$ cat src/rtl/btn_irq_pkg.sv
// Shared constants and the lowest-set-bit priority helper for button interrupt sources.
package btn_irq_pkg;

  localparam int N_BTN_DEF = 6;
  localparam int ID_W      = $clog2(N_BTN_DEF);

  // Widest source vector the priority helper accepts; callers zero-extend into it.
  localparam int MAX_SRC  = 32;
  localparam int SRC_ID_W = $clog2(MAX_SRC);

  function automatic logic [SRC_ID_W-1:0] lowest_set(input logic [MAX_SRC-1:0] v);
    logic [SRC_ID_W-1:0] idx;
    idx = '0;
    for (int i = MAX_SRC - 1; i >= 0; i--) begin
      if (v[i]) idx = SRC_ID_W'(i);
    end
    return idx;
  endfunction

endpackage

$ cat src/rtl/btn_debounce.sv
// One button: 2-flop synchroniser, tick-sampled stability counter, debounced level and rise pulse.
module btn_debounce
  import btn_irq_pkg::*;
#(
  parameter int STABLE_COUNT = 16
) (
  input  logic clock,
  input  logic reset,
  input  logic tick,
  input  logic btn,
  output logic level,
  output logic rise
);

  localparam int              CNT_W    = $clog2(STABLE_COUNT + 1);
  localparam logic [CNT_W-1:0] CNT_LAST = CNT_W'(STABLE_COUNT);

  logic             r_sync_a;
  logic             r_sync_b;
  logic             r_level;
  logic             r_level_d;
  logic             r_rise;
  logic [CNT_W-1:0] r_cnt;
  logic [CNT_W-1:0] w_cnt_inc;

  assign w_cnt_inc = r_cnt + CNT_W'(1);

  always_ff @(posedge clock) begin
    if (reset) begin
      r_sync_a  <= 1'b0;
      r_sync_b  <= 1'b0;
      r_level   <= 1'b0;
      r_level_d <= 1'b0;
      r_rise    <= 1'b0;
      r_cnt     <= '0;
    end else begin
      r_sync_a  <= btn;
      r_sync_b  <= r_sync_a;
      r_level_d <= r_level;
      r_rise    <= r_level & ~r_level_d;
      // Any agreeing sample discards the run, so only an unbroken mismatch flips the level.
      if (tick) begin
        if (r_sync_b == r_level) begin
          r_cnt <= '0;
        end else if (w_cnt_inc == CNT_LAST) begin
          r_level <= ~r_level;
          r_cnt   <= '0;
        end else begin
          r_cnt <= w_cnt_inc;
        end
      end
    end
  end

  assign level = r_level;
  assign rise  = r_rise;

endmodule

$ cat src/rtl/btn_irq_controller.sv
// Debounced push-buttons feeding a sticky pending register and a registered,
// maskable, lowest-index-first interrupt request with acknowledge.
module btn_irq_controller
  import btn_irq_pkg::*;
#(
  parameter int N_BTN        = N_BTN_DEF,
  parameter int TICK_DIV     = 1000,
  parameter int STABLE_COUNT = 16,
  parameter int IRQ_ID_W     = (N_BTN == N_BTN_DEF) ? ID_W :
                               ((N_BTN > 1) ? $clog2(N_BTN) : 1)
) (
  input  logic                clock,
  input  logic                reset,
  input  logic [N_BTN-1:0]    btn,
  input  logic [N_BTN-1:0]    irq_mask,
  input  logic                irq_ack,
  output logic                irq,
  output logic [IRQ_ID_W-1:0] irq_id,
  output logic [N_BTN-1:0]    irq_pending,
  output logic [N_BTN-1:0]    btn_level
);

  localparam int                TICK_W    = (TICK_DIV > 1) ? $clog2(TICK_DIV) : 1;
  localparam logic [TICK_W-1:0] TICK_LAST = TICK_W'(TICK_DIV - 1);

  logic [TICK_W-1:0]   r_tick_cnt;
  logic                w_tick;
  logic [N_BTN-1:0]    w_level;
  logic [N_BTN-1:0]    w_rise;
  logic [N_BTN-1:0]    r_pending;
  logic [N_BTN-1:0]    w_eligible;
  logic [MAX_SRC-1:0]  w_elig_ext;
  logic [IRQ_ID_W-1:0] w_next_id;
  logic [N_BTN-1:0]    w_ack_clr;
  logic                r_irq;
  logic [IRQ_ID_W-1:0] r_irq_id;
  logic                r_ack_vld;
  logic [IRQ_ID_W-1:0] r_ack_id;

  assign w_tick = (r_tick_cnt == TICK_LAST);

  always_ff @(posedge clock) begin
    if (reset) begin
      r_tick_cnt <= '0;
    end else if (w_tick) begin
      r_tick_cnt <= '0;
    end else begin
      r_tick_cnt <= r_tick_cnt + TICK_W'(1);
    end
  end

  for (genvar g = 0; g < N_BTN; g++) begin : g_btn
    btn_debounce #(
      .STABLE_COUNT(STABLE_COUNT)
    ) u_debounce (
      .clock(clock),
      .reset(reset),
      .tick (w_tick),
      .btn  (btn[g]),
      .level(w_level[g]),
      .rise (w_rise[g])
    );
  end

  // Ack is captured together with the id it was issued against and applied one cycle later.
  always_comb begin
    w_ack_clr = '0;
    if (r_ack_vld) begin
      for (int i = 0; i < N_BTN; i++) begin
        if (r_ack_id == IRQ_ID_W'(i)) w_ack_clr[i] = 1'b1;
      end
    end
  end

  assign w_eligible = r_pending & irq_mask;
  assign w_elig_ext = MAX_SRC'(w_eligible);
  assign w_next_id  = IRQ_ID_W'(lowest_set(w_elig_ext));

  always_ff @(posedge clock) begin
    if (reset) begin
      r_pending <= '0;
      r_irq     <= 1'b0;
      r_irq_id  <= '0;
      r_ack_vld <= 1'b0;
      r_ack_id  <= '0;
    end else begin
      // A fresh edge outranks a coincident clear of the same bit.
      r_pending <= (r_pending & ~w_ack_clr) | w_rise;
      r_irq     <= |w_eligible;
      r_irq_id  <= w_next_id;
      r_ack_vld <= irq_ack & r_irq;
      r_ack_id  <= r_irq_id;
    end
  end

  assign irq         = r_irq;
  assign irq_id      = r_irq_id;
  assign irq_pending = r_pending;
  assign btn_level   = w_level;

endmodule

$ cat config.mk
export PLATFORM = sky130hd
export DESIGN_NAME = btn_irq_controller
export DESIGN_NICKNAME = d
export VERILOG_FILES = /design/src/rtl/btn_irq_pkg.sv /design/src/rtl/btn_debounce.sv /design/src/rtl/btn_irq_controller.sv
export SDC_FILE = /design/constraint.sdc
export NUM_CORES = 1
export LEC_CHECK = 0
export ABC_AREA = 0
export BUFFER_PORTS_ARGS = -buffer_cell sky130_fd_sc_hd__buf_2
export CAP_MARGIN = 20
export CORE_MARGIN = 1
export CORE_UTILIZATION = 42
export CTS_BUF_LIST = sky130_fd_sc_hd__clkbuf_16
export CTS_CLUSTER_SIZE = 14
export DETAILED_ROUTE_END_ITERATION = 6
export GPL_TIMING_DRIVEN = 0
export PLACE_DENSITY = 0.63
export SETUP_SLACK_MARGIN = 0.4
export SLEW_MARGIN = 0
export SYNTH_ARGS = -nofsm -noshare
export SYNTH_HDL_FRONTEND = slang
export SYNTH_SLANG_ARGS = --single-unit
$ cat constraint.sdc
create_clock -name clock -period 1.9 [get_ports clock]
set_input_delay 0.095 -clock clock [delete_from_list [all_inputs] [get_ports clock]]
set_output_delay 0.095 -clock clock [all_outputs]
set_load 0.005 [all_outputs]
==> flow_summary_export.csv <==
group,metric,value,unit
outcome,outcome,"complete, no violations",
power,finalPower,3.526,mW
grt,grt_pass1_vias,2736,
detailed_routing,via_count,2982,
timing,fmax,567.0,MHz
synthesis,yosysSeqAreaShare,47.14,%
floorplanning,rows,33,
layout,fin_cells,551,
worst_setup_path,startpoint,"r_tick_cnt[0]$_SDFF_PP0_",
clock_network,cts_tree,"yes",
synthesis,synth.distinct_cells,43,
worst_setup_path,critical_path.endpoint_type,"register",
layout,diodes,0,
layout,layout_commonest_cell,"dfxtp_1",
detailed_routing,vias_per_cell,5.412,
power,leakagePower,1.678,nW
synthesis,syn-cell-area,3567,µm²
synthesis,async_flop_share,0,%
clock_network,h-tree-depth,3,
grt,grt_start_max_net_pins,16,
detailed_routing,dr_wl_met2,3.822,mm
timing,skew,0.005571,ns
place,dp_slack,-0.04946,ns
detailed_routing,wl_per_cell,14.91,µm
timing,tightest_slew,0.6203,ns
synthesis,netlist_instances,388,
place,post-place-cells,523,
worst_setup_path,crit_arrival,2.03,ns
synthesis,syn_area_per_cell,9.194,µm²
timing,period_minus_slack,1.764,ns
detailed_routing,route.detailed.drc,0,
timing,rsz0062_at_grt,"true",
worst_setup_path,crit_fanout,5,
floorplanning,die_h,94.16,µm
power,p_per_area,799.0,nW/µm²
place,dp_hpwl,5.435,mm
grt,grtUsageTotal,19.72,%
detailed_routing,route.met3.wl,180,µm
worst_setup_path,worstSetupPathType,"reg -> reg",
grt,antenna_found_initial,0,
place,place_congestion,0.8148,
layout,final_area,4413,µm²
job,drv_cap,0,
synthesis,synth_edf_count,0,
clock_network,clock-root-buffer,"clkbuf_16",
worst_setup_path,reg2reg_from,"r_tick_cnt[0]$_SDFF_PP0_",
place,io_buffer_count,30,
floorplanning,die_area,8866,µm²
detailed_routing,drtIter0Drc,121,
floorplanning,dieWidth,94.16,µm
layout,final_util,53.71,%
timing,hold_violations,0,
clock_network,cts_made_buffers,9,
timing,maxSlewHeadroom,58.65,%
synthesis,ys.flop_type,"dfxtp_1",
timing,setup_tns,0,ns
layout,final_cell_mix,"dfxtp_1, nand2_1, nor2b_1, buf_2, a21oi_1",
timing,setup_viol,0,
timing,period_share,92.83,%
layout,drive_gt1_share,19.96,%
clock_network,path_clk_slew,0.06,ns
clock_network,ctsLongestPathBuffers,2,
detailed_routing,wl_met1,4.101,mm
min_path,hold_class,"in -> reg",
worst_setup_path,crit_path_start_kind,"register",
floorplanning,start_util,43.41,%
worst_setup_path,worst-endpoint-required,2.17,ns
timing,worst_slack,0.1363,ns
detailed_routing,firstDrtPassIters,4,
detailed_routing,dr.max_layer_used,"met4",
grt,grt.overflow.total,0,
floorplanning,fp.coreArea,8217,µm²
floorplanning,ios,31,
clock_network,worstSkewPairLatency,0.34,ns
timing,hold_ws,0.01463,ns
layout,syn2layout_area_growth,23.71,%
place,placed_area,3900,µm²
synthesis,ys_ff_latch,84,
timing,drv_slew,0,
power,ir_drop,0.3864,mV
synthesis,synth_fp_nets,410,
clock_network,cts.sink_count,84,
synthesis,yosysWarnings,0,
min_path,min_from,"irq_ack",
detailed_routing,wirelength,8.213,mm
grt,grt_pass1_wl,13.32,mm
detailed_routing,antenna_left,0,
layout,nets,464,
==> critical path: stages (launching register included) <==
cell and delay, ns:
dfxtp_2 0.35, ha_4 0.13, nand4b_1 0.10, or3_4 0.37, buf_6 0.15, or4b_1 0.46, a21oi_1 0.13
==> cells in the mapped netlist (7+ instances only) <==
master    instances  area, µm²
a21oi_1          26      130.1
clkbuf_1         10      37.54
dfxtp_1          84       1682
ha_1              7      87.58
nand2_1          39      146.4
nand3_1          20      100.1
nor2_1           19      71.32
nor2b_1          33      206.5
nor3_1           13      65.06
o21ai_0          19      95.09
o41ai_1           9      78.83
xnor2_1          11      96.34
==> cells by family after synthesis <==
family	count (synthesis)	share of synthesized area (%)
AO/OA/AOI/OAI	84	15.57
multiplexers	8	2.350
flip-flops	84	47.14
adder cells (fa/ha/maj)	7	2.455
buffers and inverters	26	3.788
AND/OR/NAND/NOR	166	25.50
XOR/XNOR	13	3.192
==> final cells by class <==
type	count	area, µm²
clock inverters	6	50.05
repair buffers	43	267.8
fillers	738	3804
inverters	4	15.01
plain buffers	22	177.7
well taps	105	131.4
multi-input cells	278	1857
flip-flops and latches	84	1689
clock buffers	9	225.2
==> report_power, final <==
group	internal (mW)	leakage (nW)	switching (mW)
logic	0.0481	0.867	0.0686
registers	1.78	0.682	0.0105
clock network	0.891	0.129	0.729
==> state kept, by name, summed over array words and instances, names as in the netlist, 3 cells and up <==
signal                      count
irq_id                          3
irq_pending                     6
g_btn.u_debounce.r_sync_b       6
g_btn.u_debounce.r_sync_a       6
g_btn.u_debounce.r_cnt         30
g_btn.u_debounce.rise           6
g_btn.u_debounce.level          6
r_ack_id                        3
r_tick_cnt                     10
g_btn.u_debounce.r_level_d      6
==> final timing paths <==
| path | endpoint | slack (ns) | depth (start not counted) |
|---|---|---|---|
| worst min register to register | g_btn[0].u_debounce.rise$_SDFF_PP0_ | 0.38 | 1 |
| worst min-delay path | r_ack_vld$_SDFF_PP0_ | 0.01 | 2 |
| worst max-delay path | g_btn[3].u_debounce.r_cnt[2]$_SDFFE_PP0N_ | 0.14 | 6 |
| worst max register to register | g_btn[3].u_debounce.r_cnt[2]$_SDFFE_PP0N_ | 0.14 | 6 |
==> metal layers <==
| layer | vias up | global-route usage (%) |
|---|---|---|
| met5 | - | 0 |
| met2 | 39 | 30.74 |
| met3 | 9 | 4.126 |
| li1 | 1507 | - |
| met1 | 1427 | 27.03 |
| met4 | 0 | 6.154 |
==> what timing repair did <==
action | in CTS | in global routing
buffers inserted | 5 | 0
hold buffers | 6 | 0
pin swaps | 4 | 5
gates resized for setup | 30 | 10
setup endpoints to repair | 44 | 43
cloned | 2 | 0
hold endpoints to repair | 6 | 0
Power figures use the tool's default switching activity.
